--- config.mk ---
export PLATFORM = sky130hd
export DESIGN_NAME = fft_butterfly_stage
export DESIGN_NICKNAME = d
export VERILOG_FILES = /design/src/rtl/fft_butterfly_stage.sv
export SDC_FILE = /design/constraint.sdc
export NUM_CORES = 2
export LEC_CHECK = 0
export BUFFER_PORTS_ARGS = -buffer_cell sky130_fd_sc_hd__buf_4
export CORE_UTILIZATION = 38
export CTS_BUF_LIST = sky130_fd_sc_hd__clkbuf_4 sky130_fd_sc_hd__clkbuf_8 sky130_fd_sc_hd__clkbuf_16
export DETAILED_ROUTE_END_ITERATION = 6
export PLACE_DENSITY_LB_ADDON = 0.25
export RECOVER_POWER = 100
export SKIP_CTS_REPAIR_TIMING = 1
export SLEW_MARGIN = 15
export SYNTH_ARGS = -nofsm -noshare
export SYNTH_HDL_FRONTEND = slang
export SYNTH_SLANG_ARGS = --single-unit
--- constraint.sdc ---
create_clock -name clk -period 23.8 [get_ports clk]
set_input_delay 4.76 -clock clk [delete_from_list [all_inputs] [get_ports clk]]
set_output_delay 4.76 -clock clk [all_outputs]
set_load 0.05 [all_outputs]
--- src/rtl/fft_butterfly_stage.sv ---
// Radix-2 DIT butterfly, sign-magnitude Q7.8, 3-stage pipeline with valid/ready.
// Optional saturation event counter: define FFT_BUTTERFLY_SAT_COUNT_EN.

package fft_butterfly_pkg;

    typedef struct packed {
        logic [15:0] a_re;
        logic [15:0] a_im;
        logic [15:0] b_re;
        logic [15:0] b_im;
        logic [15:0] w_re;
        logic [15:0] w_im;
    } s1_t;

    typedef struct packed {
        logic signed [17:0] a_re;
        logic signed [17:0] a_im;
        logic signed [17:0] t_re;
        logic signed [17:0] t_im;
    } s2_t;

    typedef struct packed {
        logic [15:0] x_re;
        logic [15:0] x_im;
        logic [15:0] y_re;
        logic [15:0] y_im;
        logic        sat;
    } s3_t;

    function automatic logic signed [17:0] sm_to_tc(
        input logic [15:0] v
    );
        logic signed [17:0] m;
        m = signed'({3'b000, v[14:0]});
        return v[15] ? -m : m;
    endfunction

    function automatic logic [17:0] tc_abs(
        input logic signed [17:0] v
    );
        return v[17] ? 18'(-v) : 18'(v);
    endfunction

    function automatic logic is_over(
        input logic signed [17:0] v,
        input logic [14:0]        lim
    );
        return tc_abs(v) > {3'b000, lim};
    endfunction

    // Zero magnitude always leaves as +0, so -0 never escapes.
    function automatic logic [15:0] tc_to_sm_sat(
        input logic signed [17:0] v,
        input logic [14:0]        lim
    );
        logic [17:0] mag;
        logic [14:0] m;
        mag = tc_abs(v);
        unique case (1'b1)
            (mag > {3'b000, lim}): m = lim;
            default:               m = mag[14:0];
        endcase
        return (m == 15'd0) ? 16'h0000 : {v[17], m};
    endfunction

endpackage

module fixed_point_math (
    input  logic [15:0] a,
    input  logic [15:0] b,
    output logic [15:0] p
);

    logic [29:0] mag_prod;
    logic        unused_prod;

    assign mag_prod = {15'd0, a[14:0]} * {15'd0, b[14:0]};
    // Upper product bits wrap away by design.
    assign p = {a[15] ^ b[15], mag_prod[22:8]};
    assign unused_prod = ^{mag_prod[29:23], mag_prod[7:0]};

endmodule

module fft_butterfly_stage
    import fft_butterfly_pkg::*;
#(
    parameter int unsigned LATENCY = 3,
    parameter logic [15:0] SAT_MAG = 16'h7FFF
) (
    input  logic        clk,
    input  logic        rst,
    input  logic        in_valid,
    output logic        in_ready,
    input  logic [15:0] a_re,
    input  logic [15:0] a_im,
    input  logic [15:0] b_re,
    input  logic [15:0] b_im,
    input  logic [15:0] w_re,
    input  logic [15:0] w_im,
    output logic        out_valid,
    input  logic        out_ready,
    output logic [15:0] x_re,
    output logic [15:0] x_im,
    output logic [15:0] y_re,
    output logic [15:0] y_im,
    output logic [15:0] sat_count
);

    localparam logic [14:0] SAT_LIM = SAT_MAG[14:0];

    if (LATENCY != 3 || SAT_MAG[15]) begin : g_bad_param
        $error("fft_butterfly_stage: LATENCY must be 3, SAT_MAG 15 bits");
    end

    logic en;
    s1_t  s1_d;
    s1_t  s1_q;
    logic s1_v;
    s2_t  s2_d;
    s2_t  s2_q;
    logic s2_v;
    s3_t  s3_d;

    logic [15:0] p_rr;
    logic [15:0] p_ii;
    logic [15:0] p_ri;
    logic [15:0] p_ir;

    logic signed [17:0] sum_xr;
    logic signed [17:0] sum_xi;
    logic signed [17:0] sum_yr;
    logic signed [17:0] sum_yi;

    // Whole pipeline advances together; output stall freezes everything.
    assign en       = !out_valid || out_ready;
    assign in_ready = en;

    always_comb begin
        s1_d      = '0;
        s1_d.a_re = a_re;
        s1_d.a_im = a_im;
        s1_d.b_re = b_re;
        s1_d.b_im = b_im;
        s1_d.w_re = w_re;
        s1_d.w_im = w_im;
    end

    always_ff @(posedge clk) begin
        if (rst) begin
            s1_v <= 1'b0;
            s1_q <= '0;
        end else if (en) begin
            s1_v <= in_valid;
            s1_q <= s1_d;
        end
    end

    fixed_point_math u_mul_rr (
        .a (s1_q.b_re),
        .b (s1_q.w_re),
        .p (p_rr)
    );

    fixed_point_math u_mul_ii (
        .a (s1_q.b_im),
        .b (s1_q.w_im),
        .p (p_ii)
    );

    fixed_point_math u_mul_ri (
        .a (s1_q.b_re),
        .b (s1_q.w_im),
        .p (p_ri)
    );

    fixed_point_math u_mul_ir (
        .a (s1_q.b_im),
        .b (s1_q.w_re),
        .p (p_ir)
    );

    always_comb begin
        s2_d      = '0;
        s2_d.a_re = sm_to_tc(s1_q.a_re);
        s2_d.a_im = sm_to_tc(s1_q.a_im);
        s2_d.t_re = sm_to_tc(p_rr) - sm_to_tc(p_ii);
        s2_d.t_im = sm_to_tc(p_ri) + sm_to_tc(p_ir);
    end

    always_ff @(posedge clk) begin
        if (rst) begin
            s2_v <= 1'b0;
            s2_q <= '0;
        end else if (en) begin
            s2_v <= s1_v;
            s2_q <= s2_d;
        end
    end

    // 18 bits holds |a| + 2*|product| without overflow.
    always_comb begin
        sum_xr    = s2_q.a_re + s2_q.t_re;
        sum_xi    = s2_q.a_im + s2_q.t_im;
        sum_yr    = s2_q.a_re - s2_q.t_re;
        sum_yi    = s2_q.a_im - s2_q.t_im;
        s3_d      = '0;
        s3_d.x_re = tc_to_sm_sat(sum_xr, SAT_LIM);
        s3_d.x_im = tc_to_sm_sat(sum_xi, SAT_LIM);
        s3_d.y_re = tc_to_sm_sat(sum_yr, SAT_LIM);
        s3_d.y_im = tc_to_sm_sat(sum_yi, SAT_LIM);
        s3_d.sat  = is_over(sum_xr, SAT_LIM) | is_over(sum_xi, SAT_LIM)
                  | is_over(sum_yr, SAT_LIM) | is_over(sum_yi, SAT_LIM);
    end

    always_ff @(posedge clk) begin
        if (rst) begin
            out_valid <= 1'b0;
            x_re      <= 16'h0000;
            x_im      <= 16'h0000;
            y_re      <= 16'h0000;
            y_im      <= 16'h0000;
        end else if (en) begin
            out_valid <= s2_v;
            x_re      <= s3_d.x_re;
            x_im      <= s3_d.x_im;
            y_re      <= s3_d.y_re;
            y_im      <= s3_d.y_im;
        end
    end

`ifdef FFT_BUTTERFLY_SAT_COUNT_EN
    logic        out_sat;
    logic [15:0] sat_cnt_q;

    always_ff @(posedge clk) begin
        if (rst) begin
            out_sat <= 1'b0;
        end else if (en) begin
            out_sat <= s3_d.sat;
        end
    end

    always_ff @(posedge clk) begin
        if (rst) begin
            sat_cnt_q <= 16'h0000;
        end else if (out_valid && out_ready && out_sat
                     && sat_cnt_q != 16'hFFFF) begin
            sat_cnt_q <= sat_cnt_q + 16'd1;
        end
    end

    assign sat_count = sat_cnt_q;
`else
    logic unused_sat;

    assign sat_count  = 16'h0000;
    assign unused_sat = s3_d.sat;
`endif

endmodule

==> impl_results.md <==
- Outcome: finished, violations left
- Failing checks: capacitance limit, slew limit
- CTS tree: built
- Worst Slack Setup Final: 8250 ps
- Clock transition time at the flip-flop clock pins of the worst setup and hold paths: 60 ps
- Clock sink count: 235
- Average wire per cell in the routed design: 16.9 um
- Worst R2R Setup Slack: 13440 ps
- Worst vdd rail ir drop: 0.0684 mV
- Total routed wirelength: 113000 um
- Tot GR Track Use: 20.3%
- Top cells by area in the synthesized netlist: fa_1 28%, dfxtp_1 11%, ha_1 10%
- Synth async-reset ratio: 0%
- Leak pwr: 0.0215 uW
- Primary FF master, synth: dfxtp_1
- Reg2reg end: s2_q[51]
- Routability-driven placement congestion ratio: 0.889
- Std cell rows: 122
- Critical path start-end classification: input pin to output pin
- Area fraction of the dominant cell type after synthesis: 28.1%
- Worst hold margin: 450 ps
- Layout-stage area growth over the synthesis result: 7.76%
- Portion of the post-synthesis area used by sequential elements: 11.1%
- Depth of the worst hold-timing path: 2
- Antenna viol nets, final: 0
- YS warnings: 0
- Initial drt markers: 1851
- Compound-Gate Fraction of Synth Area: 12.3%
- Area share of xor/xnor cells in the synthesized design: 6.46%
- Tcrit/Tclk final: 65.3%
- Arrival time reported for the critical path endpoint: 10790 ps
- Achievable frequency: 64.3 MHz
- Post-synthesis simple-gate area fraction: 21.4%
- Final Slew Violations: 297
- First-pass GRT wire length: 184000 um
- Unique cell type count in the Yosys netlist: 104
- Sort of element at the end of the critical path: output pin
- Count of H-tree levels built during CTS: 1
- Clock skew after layout: 51.0 ps
- Critical path data required time: 19040 ps
- Share of cell area taken by muxes after synthesis: 0.369%
- Hold endpoint: s1_q[45]
- Hold WC Path Type: register to register
- Cell count after synthesis: 5229
- Post-DR vias/cell: 5.10
- Crit-path max FO: 113
- Boundary Pins: 182
- Post-route setup TNS: 0 ps
- Die outline area: 0.113 mm^2
- Overflow left after global routing: 0
- Synthesized-area fraction occupied by adder cells: 38.3%
- RSZ-0062 raised after global routing: false
- # nets final: 6238
- # Max-Cap Violations: 3
- Library cell with the largest summed area after synthesis: fa_1
- Pin slew with the least headroom to its limit: 6980 ps
- Std-Cell Core Area: 0.111 mm^2
- Number of antenna violations at the first check in global routing: 1
- Root Driver: clkbuf_16
- Pre-Repair DR Iteration Count: 5
- Count of filler cells inserted in the layout: 11403
- Avg Inst Size Synth: 8.10 um^2
- Initial Utilization: 38.3%
- Vias: 34214
- Width of the chip: 336 um
- Chip Height: 336 um
- Maximum number of pins on one net before global-route repair: 160
- Share of layout cells above drive strength 1: 5.65%
- Synth Cell Area: 0.0424 mm^2
- Final hold violation count: 0
- Num CTS Buffers: 31
- Number of enable flip-flop cells after synthesis: 0
- Largest family of logic cells by synthesized area: adder cells
- Hold_sp: s1_q[45]
- IO buf count: 165
- Startpoint of the worst register-to-register path: out_valid
- Type of origin of the critical path: input pin
- Yosys reg bits: 235
- Final period demand of the worst path: 15550 ps
- # DRC: 0
- Slew HR: -365%
- Via count of the first global-routing pass: 33595
- Depth of the most critical reg-to-reg path: 5
- Power density over the cells: 92.9 mW/mm^2
- Final setup violation count: 0
- Total half-perimeter wirelength after legalization and detailed placement: 88100 um
- Clock latency on the worst-skew pair: 640 ps
- Minimum setup slack after placement: 12830 ps
- Maximum clock insertion buffer count: 3
-- layout make-up --
| class | instances | area, um^2 | area share [%] |
|---|---|---|---|
| antenna | 1 | 2.50 | 0.00548 |
| multi-input combinational | 3896 | 33400 | 73.3 |
| sequential | 235 | 4710 | 10.3 |
| clock inverter | 18 | 250 | 0.548 |
| timing repair buffer | 231 | 1490 | 3.27 |
| inverter | 801 | 3010 | 6.59 |
| clock buffer | 39 | 886 | 1.94 |
| tap | 1488 | 1860 | 4.08 |
-- how the worst max path moves through the flow --
stage,from,cells after the start,end,slack (ps)
finish,out_ready,4,in_ready,8250
global route,out_ready,4,in_ready,7610
CTS,out_ready,4,in_ready,12840
detailed placement,out_ready,4,in_ready,12830
global placement,out_ready,4,in_ready,12850
floorplan,out_ready,5,in_ready,13020
-- state kept, by name (all words and copies together), names as in the netlist --
register / cells
x_im: 16
y_im: 16
s1_q: 96
s2_v: 1
s2_q: 72
out_valid: 1
s1_v: 1
x_re: 16
y_re: 16
-- per-layer routing --
metal	global-route usage [%]	up-vias	wire (um)
met1	29.2	16810	54500
li1	-	16502	-
met3	2.04	110	5480
met4	4.64	0	2890
met5	0	-	0
met2	32.5	792	50400
-- cells in the mapped netlist (11+ instances only) --
cell type,number
buf_4,19
or4_1,20
o22ai_1,14
ha_1,348
clkbuf_1,275
o21ai_1,21
a211oi_1,93
o21ai_0,89
nand3_1,60
nand2_1,707
dfxtp_1,235
buf_2,14
or2_2,16
and2_1,495
o21a_1,26
nor2_1,272
nor3_1,73
inv_1,795
nand4_1,22
a21oi_1,265
xor2_1,115
nor2b_1,34
a31oi_1,25
o211ai_1,13
and3_1,18
nand2b_1,27
fa_1,594
o21bai_1,19
a311oi_1,11
o31ai_1,18
a21o_1,39
xnor2_1,191
or3_1,37
-- through the flow --
stage / total power, uW / std cells / area [um^2] / util, %
floorplan: 2960 / 5244 / 42400 / -
global placement: 3710 / 6651 / 44800 / 40.5
detailed placement: 3750 / 6651 / 44800 / 40.5
CTS: 4300 / 6708 / 45900 / 41.5
global route: 4640 / 6708 / 45700 / 41.3
finish: 4240 / 6709 / 45700 / 41.3
-- cell usage in the layout, fill, tap and decap left out, types with 25 or more instances in the layout --
cell       instances
dfxtp_1          232
a31oi_1           25
o21a_1            26
nand2_1          707
nor3_1            73
nand3_1           60
a21o_1            39
or3_1             37
o21ai_0           89
ha_1             348
xor2_1           115
nand2b_1          27
and2_1           492
a211oi_1          93
clkbuf_16         31
inv_1            795
nor2b_1           34
nor2_1           272
clkbuf_1          69
a21oi_1          265
fa_1             594
buf_4            159
xnor2_1          191
-- worst max-delay path: stages --
cell and delay [ps]:
clkbuf_4 110, nor2b_1 1380, clkinvlp_2 3480, clkbuf_1 930
-- kinds of logic after synthesis --
group	after synthesis
AND/OR/NAND/NOR	1840
buffers and inverters	1113
adder cells (fa/ha/maj)	942
AO/OA/AOI/OAI	774
XOR/XNOR	309
flip-flops	235
multiplexers	15
other	1
-- power by group --
group / internal [uW] / leakage, uW / total, uW / switching, uW
clock network: 318 / 0.000549 / 524 / 206
registers: 499 / 0.00196 / 588 / 89.3
logic: 1180 / 0.0190 / 3130 / 1950
No activity file was read; power rests on OpenSTA's default activity.
